==> src/rtl/mem_port_arbiter_pkg.sv <==
// mem_port_arbiter_pkg
//   Shared definitions for the memory port arbiter.
//   - DEF_ADDR_W / DEF_DATA_W : default address and data widths.
//   - arbState_t              : arbiter FSM state encoding.
package mem_port_arbiter_pkg;

  localparam int DEF_ADDR_W = 32;
  localparam int DEF_DATA_W = 32;

  typedef enum logic [1:0] {
    IDLE     = 2'd0,
    MEM_BUSY = 2'd1,
    IF_BUSY  = 2'd2
  } arbState_t;

endpackage

==> src/rtl/mem_port_arbiter.sv <==
// mem_port_arbiter
//   Shares one single-ported external memory between instruction fetch (IF)
//   and the MEM-stage load/store. MEM (the older instruction) wins over IF,
//   and an in-flight transfer always runs to completion. Stall outputs freeze
//   the pipeline registers until the access that blocks them has finished.
//
//   Ports:
//     clk, rst_n          : clock, synchronous active-low reset
//     ifReq, ifAddr       : fetch request and PC
//     ifRdata, ifValid    : fetched instruction, held until IF/ID takes it
//     memRead, memWrite   : load/store controls from EX/MEM
//     memAddr, memWdata   : load/store address and store data
//     memRdata, memDone   : load data and one-cycle completion pulse
//     stallMEM, stallIF   : freeze EX/MEM+upstream / freeze PC and IF/ID
//     extReq, extWe       : external request and write enable
//     extAddr, extWdata   : external address and write data
//     extRdata, extReady  : external read data and transfer-complete flag
module mem_port_arbiter
  import mem_port_arbiter_pkg::*;
#(
  parameter int ADDR_W = DEF_ADDR_W,
  parameter int DATA_W = DEF_DATA_W
) (
  input  logic              clk,
  input  logic              rst_n,
  input  logic              ifReq,
  input  logic [ADDR_W-1:0] ifAddr,
  output logic [DATA_W-1:0] ifRdata,
  output logic              ifValid,
  input  logic              memRead,
  input  logic              memWrite,
  input  logic [ADDR_W-1:0] memAddr,
  input  logic [DATA_W-1:0] memWdata,
  output logic [DATA_W-1:0] memRdata,
  output logic              memDone,
  output logic              stallMEM,
  output logic              stallIF,
  output logic              extReq,
  output logic              extWe,
  output logic [ADDR_W-1:0] extAddr,
  output logic [DATA_W-1:0] extWdata,
  input  logic [DATA_W-1:0] extRdata,
  input  logic              extReady
);

  arbState_t         state, stateNext;
  logic              extReqNext, extWeNext, memDoneNext, ifValidNext;
  logic [ADDR_W-1:0] extAddrNext;
  logic [DATA_W-1:0] extWdataNext, ifRdataNext, memRdataNext;
  logic              memPend, xferDone;

  // The memDone term keeps a finished access from being reissued while the
  // same instruction still sits in EX/MEM during the completion cycle.
  assign memPend  = (memRead | memWrite) & ~memDone;
  assign stallMEM = memPend;
  assign stallIF  = stallMEM | (ifReq & ~ifValid);
  assign xferDone = extReq & extReady;

  always_comb begin
    stateNext    = state;
    extReqNext   = extReq;
    extWeNext    = extWe;
    extAddrNext  = extAddr;
    extWdataNext = extWdata;
    ifRdataNext  = ifRdata;
    memRdataNext = memRdata;
    memDoneNext  = 1'b0;
    // A held instruction is consumed on the first edge with stallIF low.
    ifValidNext  = ifValid & stallIF;

    case (state)
      IDLE: begin
        if (memPend) begin
          extReqNext   = 1'b1;
          extWeNext    = memWrite;
          extAddrNext  = memAddr;
          extWdataNext = memWdata;
          stateNext    = MEM_BUSY;
        end else if (ifReq && !ifValid) begin
          extReqNext  = 1'b1;
          extWeNext   = 1'b0;
          extAddrNext = ifAddr;
          stateNext   = IF_BUSY;
        end else begin
          extReqNext = 1'b0;
        end
      end
      MEM_BUSY: begin
        if (xferDone) begin
          extReqNext  = 1'b0;
          memDoneNext = 1'b1;
          stateNext   = IDLE;
          if (!extWe) memRdataNext = extRdata;
        end
      end
      IF_BUSY: begin
        if (xferDone) begin
          extReqNext  = 1'b0;
          ifRdataNext = extRdata;
          ifValidNext = 1'b1;
          stateNext   = IDLE;
        end
      end
      default: begin
        extReqNext = 1'b0;
        stateNext  = IDLE;
      end
    endcase
  end

  always_ff @(posedge clk) begin
    if (!rst_n) begin
      state    <= IDLE;
      extReq   <= 1'b0;
      extWe    <= 1'b0;
      extAddr  <= '0;
      extWdata <= '0;
      ifRdata  <= '0;
      ifValid  <= 1'b0;
      memRdata <= '0;
      memDone  <= 1'b0;
    end else begin
      state    <= stateNext;
      extReq   <= extReqNext;
      extWe    <= extWeNext;
      extAddr  <= extAddrNext;
      extWdata <= extWdataNext;
      ifRdata  <= ifRdataNext;
      ifValid  <= ifValidNext;
      memRdata <= memRdataNext;
      memDone  <= memDoneNext;
    end
  end

endmodule

==> config.mk <==
export PLATFORM = sky130hd
export DESIGN_NAME = mem_port_arbiter
export DESIGN_NICKNAME = d
export VERILOG_FILES = /design/src/rtl/mem_port_arbiter_pkg.sv /design/src/rtl/mem_port_arbiter.sv
export SDC_FILE = /design/constraint.sdc
export NUM_CORES = 1
export LEC_CHECK = 0
export BUFFER_PORTS_ARGS = -buffer_cell sky130_fd_sc_hd__buf_2
export CORE_MARGIN = 2
export CORE_UTILIZATION = 47
export DETAILED_ROUTE_END_ITERATION = 12
export HOLD_SLACK_MARGIN = 0.05
export MAX_ROUTING_LAYER = met4
export PLACE_DENSITY = 0.8
export SYNTH_ARGS = -nofsm -noshare
export SYNTH_HDL_FRONTEND = slang
export SYNTH_SLANG_ARGS = --single-unit
==> constraint.sdc <==
create_clock -name clk -period 2.1 [get_ports clk]
set_input_delay 0.42 -clock clk [delete_from_list [all_inputs] [get_ports clk]]
set_output_delay 0.42 -clock clk [all_outputs]
set_load 0.01 [all_outputs]
# Word-level counts from Yosys, hierarchy flattened
# Cells that the tools add are included.
# W data, S select, Z words.
[op_classes] eq_ne=4 mux=15 bitwise_logic=9 n_reduce_logical=11
[ops] op="$mux W32" n=2
[ops] op="$reduce_and A2 Y1" n=5
[ops] op="$mux W1" n=8
[ops] op="$mux W2" n=3
[ops] op="$and A1 B1 Y1" n=4
[ops] op="$pmux W2 S2" n=1
[ops] op="$ne A3 B3 Y1 const B" n=1
[ops] op="$not A1 Y1" n=3
[ops] op="$reduce_and A3 Y1" n=1
[ops] op="$eq A2 B1 Y1 const B" n=1
[ops] op="$eq A2 B2 Y1 const B" n=1
[ops] op="$logic_not A2 Y1" n=1
[ops] op="$ne A2 B1 Y1 const B" n=1
[ops] op="$or A1 B1 Y1" n=2
[ops] op="$pmux W1 S2" n=1
[ops] op="$reduce_bool A2 Y1" n=1
[ops] op="$reduce_or A2 Y1" n=1
[ops] op="$logic_and A1 B1 Y1" n=1
[ops] op="$logic_not A1 Y1" n=1
[word_totals] ff_bits=134 output_inout_bits=134 elab_cells=48

# Depth between registers and ports, before layout
[logic_depth] word_depth=6 ltp_mapped=8 ltp_nobuf=5

# Worst setup path after synthesis
# Ideal clock, no wire load.
[synth_path] path_type="input-to-output" startpoint="input memWrite" endpoint="output stallIF" arrival_ns=1.038 path_slack_ns=0.642 path_stages=3 cell_sequence="o21bai_2 > clkbuf_1 > nand2_1"
[synth_via] elab_chain_cells=3
[synth_lines] element="from (decl)" line="mem_port_arbiter.sv:31" text="input logic memWrite,"
[synth_lines] element="$or A1 B1 Y1" line="mem_port_arbiter.sv:54" text="assign memPend = (memRead | memWrite) & ~memDone;"
[synth_lines] element="$and A1 B1 Y1" line="mem_port_arbiter.sv:54"
[synth_lines] element="$or A1 B1 Y1" line="mem_port_arbiter.sv:56" text="assign stallIF = stallMEM | (ifReq & ~ifValid);"
[synth_lines] element="to (decl)" line="mem_port_arbiter.sv:37" text="output logic stallIF,"
# Every way passes these cells.

# Final worst setup path
[layout_path] startpoint="register memDone" endpoint="output stallIF"
[layout_via] elab_chain_cells=3
[layout_lines] element="from (decl)" line="mem_port_arbiter.sv:35" text="output logic memDone,"
[layout_lines] element="from (signal assigned)" line="mem_port_arbiter.sv:131" text="memDone <= memDoneNext;"
[layout_lines] element="$not A1 Y1" line="mem_port_arbiter.sv:54"
[layout_lines] element="$and A1 B1 Y1" line="mem_port_arbiter.sv:54"
[layout_lines] element="$or A1 B1 Y1" line="mem_port_arbiter.sv:56"
# Every way passes these cells.

==> metrics.txt <==
hold path depth 3; syn avg cell area 8.20 µm²; startpoint types flip-flop; Die H 114 µm; CTS Buf Count 17; Area growth syn-to-layout 36.0%; Worst EP required 1.68 ns; Tot GR Track Use 26.8%; r2r worst-path depth 5; worst r2r src state[0]$_SDFFE_PN0P_; clock share of power 34.2%; Layout Nets 1061; EDFF count, synth 0; Synth Area in Simple Gates 22.8%; final hold slack 0.265 ns; RSZ-0062 raised after global routing false; setup TNS 0 ns; share of cells above drive strength 1 34.7%; combinational share of power 29.9%; total grt overflow 0; Synth Warn # 0; Tcrit/Tclk final 81.0%; synth unique cells 33; most common cell after layout, fill and taps aside buf_2; outcome completed; CP Launch Point memDone$_SDFF_PN0_; Final Cell Area 0.00768 mm²; gpl congestion 0.883; Async S/R FF share, synth 0%; flop2flop setup slack 0.48 ns; clk buf depth 2; clock tree from TritonCTS yes; placed cell count 1052; Hold Startpoint extRdata[4]; WL final 17300 µm; Power per Cell Area 1170 mW/mm²; Setup Fix Bufs, Post-CTS 0; Worst Setup End Kind primary output; largest net degree at the start of global routing 59; largest family of logic cells by synthesized area simple AND/OR/NAND/NOR gates; # setup viols final 0; Hold Path Class input pin to flip-flop; CP arrival 1.28 ns; Internal Pwr Total 5.96 mW; initial antenna violation count 1; switching share of total power 33.9%; Port Buffers 267; Slew Limit Fails 0; io pins 268; Main synth FF type dfxtp_1; post-DP HPWL 11300 µm; non-filler instance count after layout 1085; Std-Cell Rows 40; drt wl/cell 16.0 µm; final period demand of the worst path 1.70 ns; die area 0.0129 mm²; Syn Nets 826; Seq/Total Area, Yosys 47.5%; XOR/XNOR Fraction of Synth Area 0%; vias in the first global route 5519; drc violations 0; core area 0.0119 mm²; synthesized area 0.00565 mm²; multiplexer area fraction after synthesis 0%; worst skew pair latency 0.41 ns; DRT antenna net count 0; final hold vios 0; first-pass GRT wire length 26900 µm; Rel. slew slack 58.3%; cts hold-fix bufs 0; Net Switching 3.06 mW; vias 5968; clk sinks 134; fmax 0.588 GHz; # resized after CTS 0; cells after synthesis 689; CTS clk-pin slew, worst paths 0.06 ns; Worst VDD drop 0.561 mV; Initial Util 47.6%; CP Max Fanout 4; Post-DP Area 0.00706 mm²; max-cap viol count 0; chip width 114 µm; leak pwr 3.32 nW; Adder-Cell Fraction of Synth Area 0.665%; Via density 5.50; Pre-antenna DRT Iters 5; Compound-Gate Fraction of Synth Area 22.8%; Fin Clk Skew 0.0123 ns; leading cell types in the layout, fill and taps excluded buf_2 (267), dfxtp_1 (134), nand2_1 (131); Root Driver clkbuf_16; FF+latch count, synth 134; H-tree Lvls 4; Seq pwr share 35.8%; DR iter-0 viols 697; Worst-Margin Slew 0.626 ns; CP Class flip-flop to primary output
[cell usage after synthesis, types with 3 or more instances]
library cell	number	area, µm²
inv_1	5	18.8
clkbuf_2	3	15.0
nor3_1	26	130
nand4bb_1	32	360
buf_6	4	45.0
o21ai_0	92	460
o221ai_1	6	52.6
nand2_1	131	492
ha_1	3	37.5
nand2b_1	9	56.3
nand3_1	34	170
a211oi_1	26	195
buf_4	4	30.0
clkbuf_1	37	139
buf_2	20	100
a21oi_1	107	536
dfxtp_1	134	2680
[final timing paths]
check / to
worst max register to register: state[1]$_SDFFE_PN0P_
worst min-delay path: ifRdata[4]$_SDFFE_PN0P_
worst max-delay path: stallIF
worst min register to register: ifRdata[9]$_SDFFE_PN0P_
[stage by stage]
step / utilization, % / setup slack, ns / power [mW]
after detailed placement: 59.5 / 0.495 / 5.94
final: 64.8 / 0.398 / 9.02
after CTS: 64.7 / 0.357 / 9.04
after global placement: 59.5 / 0.513 / 5.90
after floorplan: - / 0.642 / 5.05
after global routing: 64.8 / 0.321 / 9.50
[logic make-up (layout without fill, tap and decap cells)]
kind of cell,after synthesis,after routing
AND/OR/NAND/NOR,243,243
other,0,1
AO/OA/AOI/OAI,235,235
buffers and inverters,74,322
flip-flops,134,134
adder cells (fa/ha/maj),3,3
[worst max-delay path: stages (launching register included)]
cell and delay, ns:
dfxtp_1 0.38, o21bai_2 0.21, nand2_1 0.13, buf_2 0.17
[cell type report]
class                      count  area [µm²]
multi-input combinational    481        2620
antenna                        1        2.50
clock buffer                  19         453
fill                        1021        4180
timing repair buffer         285        1550
inverter                       5        18.8
clock inverter                13         171
tap                          147         184
sequential                   134        2680
[layer usage]
layer / routed length [µm] / vias up / GRT usage (%)
li1: - / 2903 / -
met1: 7060 / 2754 / 32.0
met2: 8570 / 264 / 42.5
met3: 1120 / 47 / 6.32
met4: 592 / 0 / 13.3
met5: 0 / - / -
[power groups by stage]
stage               clock (mW)  sequential (mW)  combinational [mW]
global placement             0             3.26                2.64
CTS                       3.13             3.22                2.69
finish                    3.09             3.23                2.70
floorplan                    0             3.43                1.62
global route              3.25             3.27                2.97
detailed placement           0             3.26                2.67
[sequential cells by signal (all words and copies together), names as in the netlist]
register,flops
extAddr,32
extWdata,32
ifRdata,32
memRdata,32
state,2
extReq,1
extWe,1
ifValid,1
memDone,1
No activity file was read; power rests on OpenSTA's default activity.
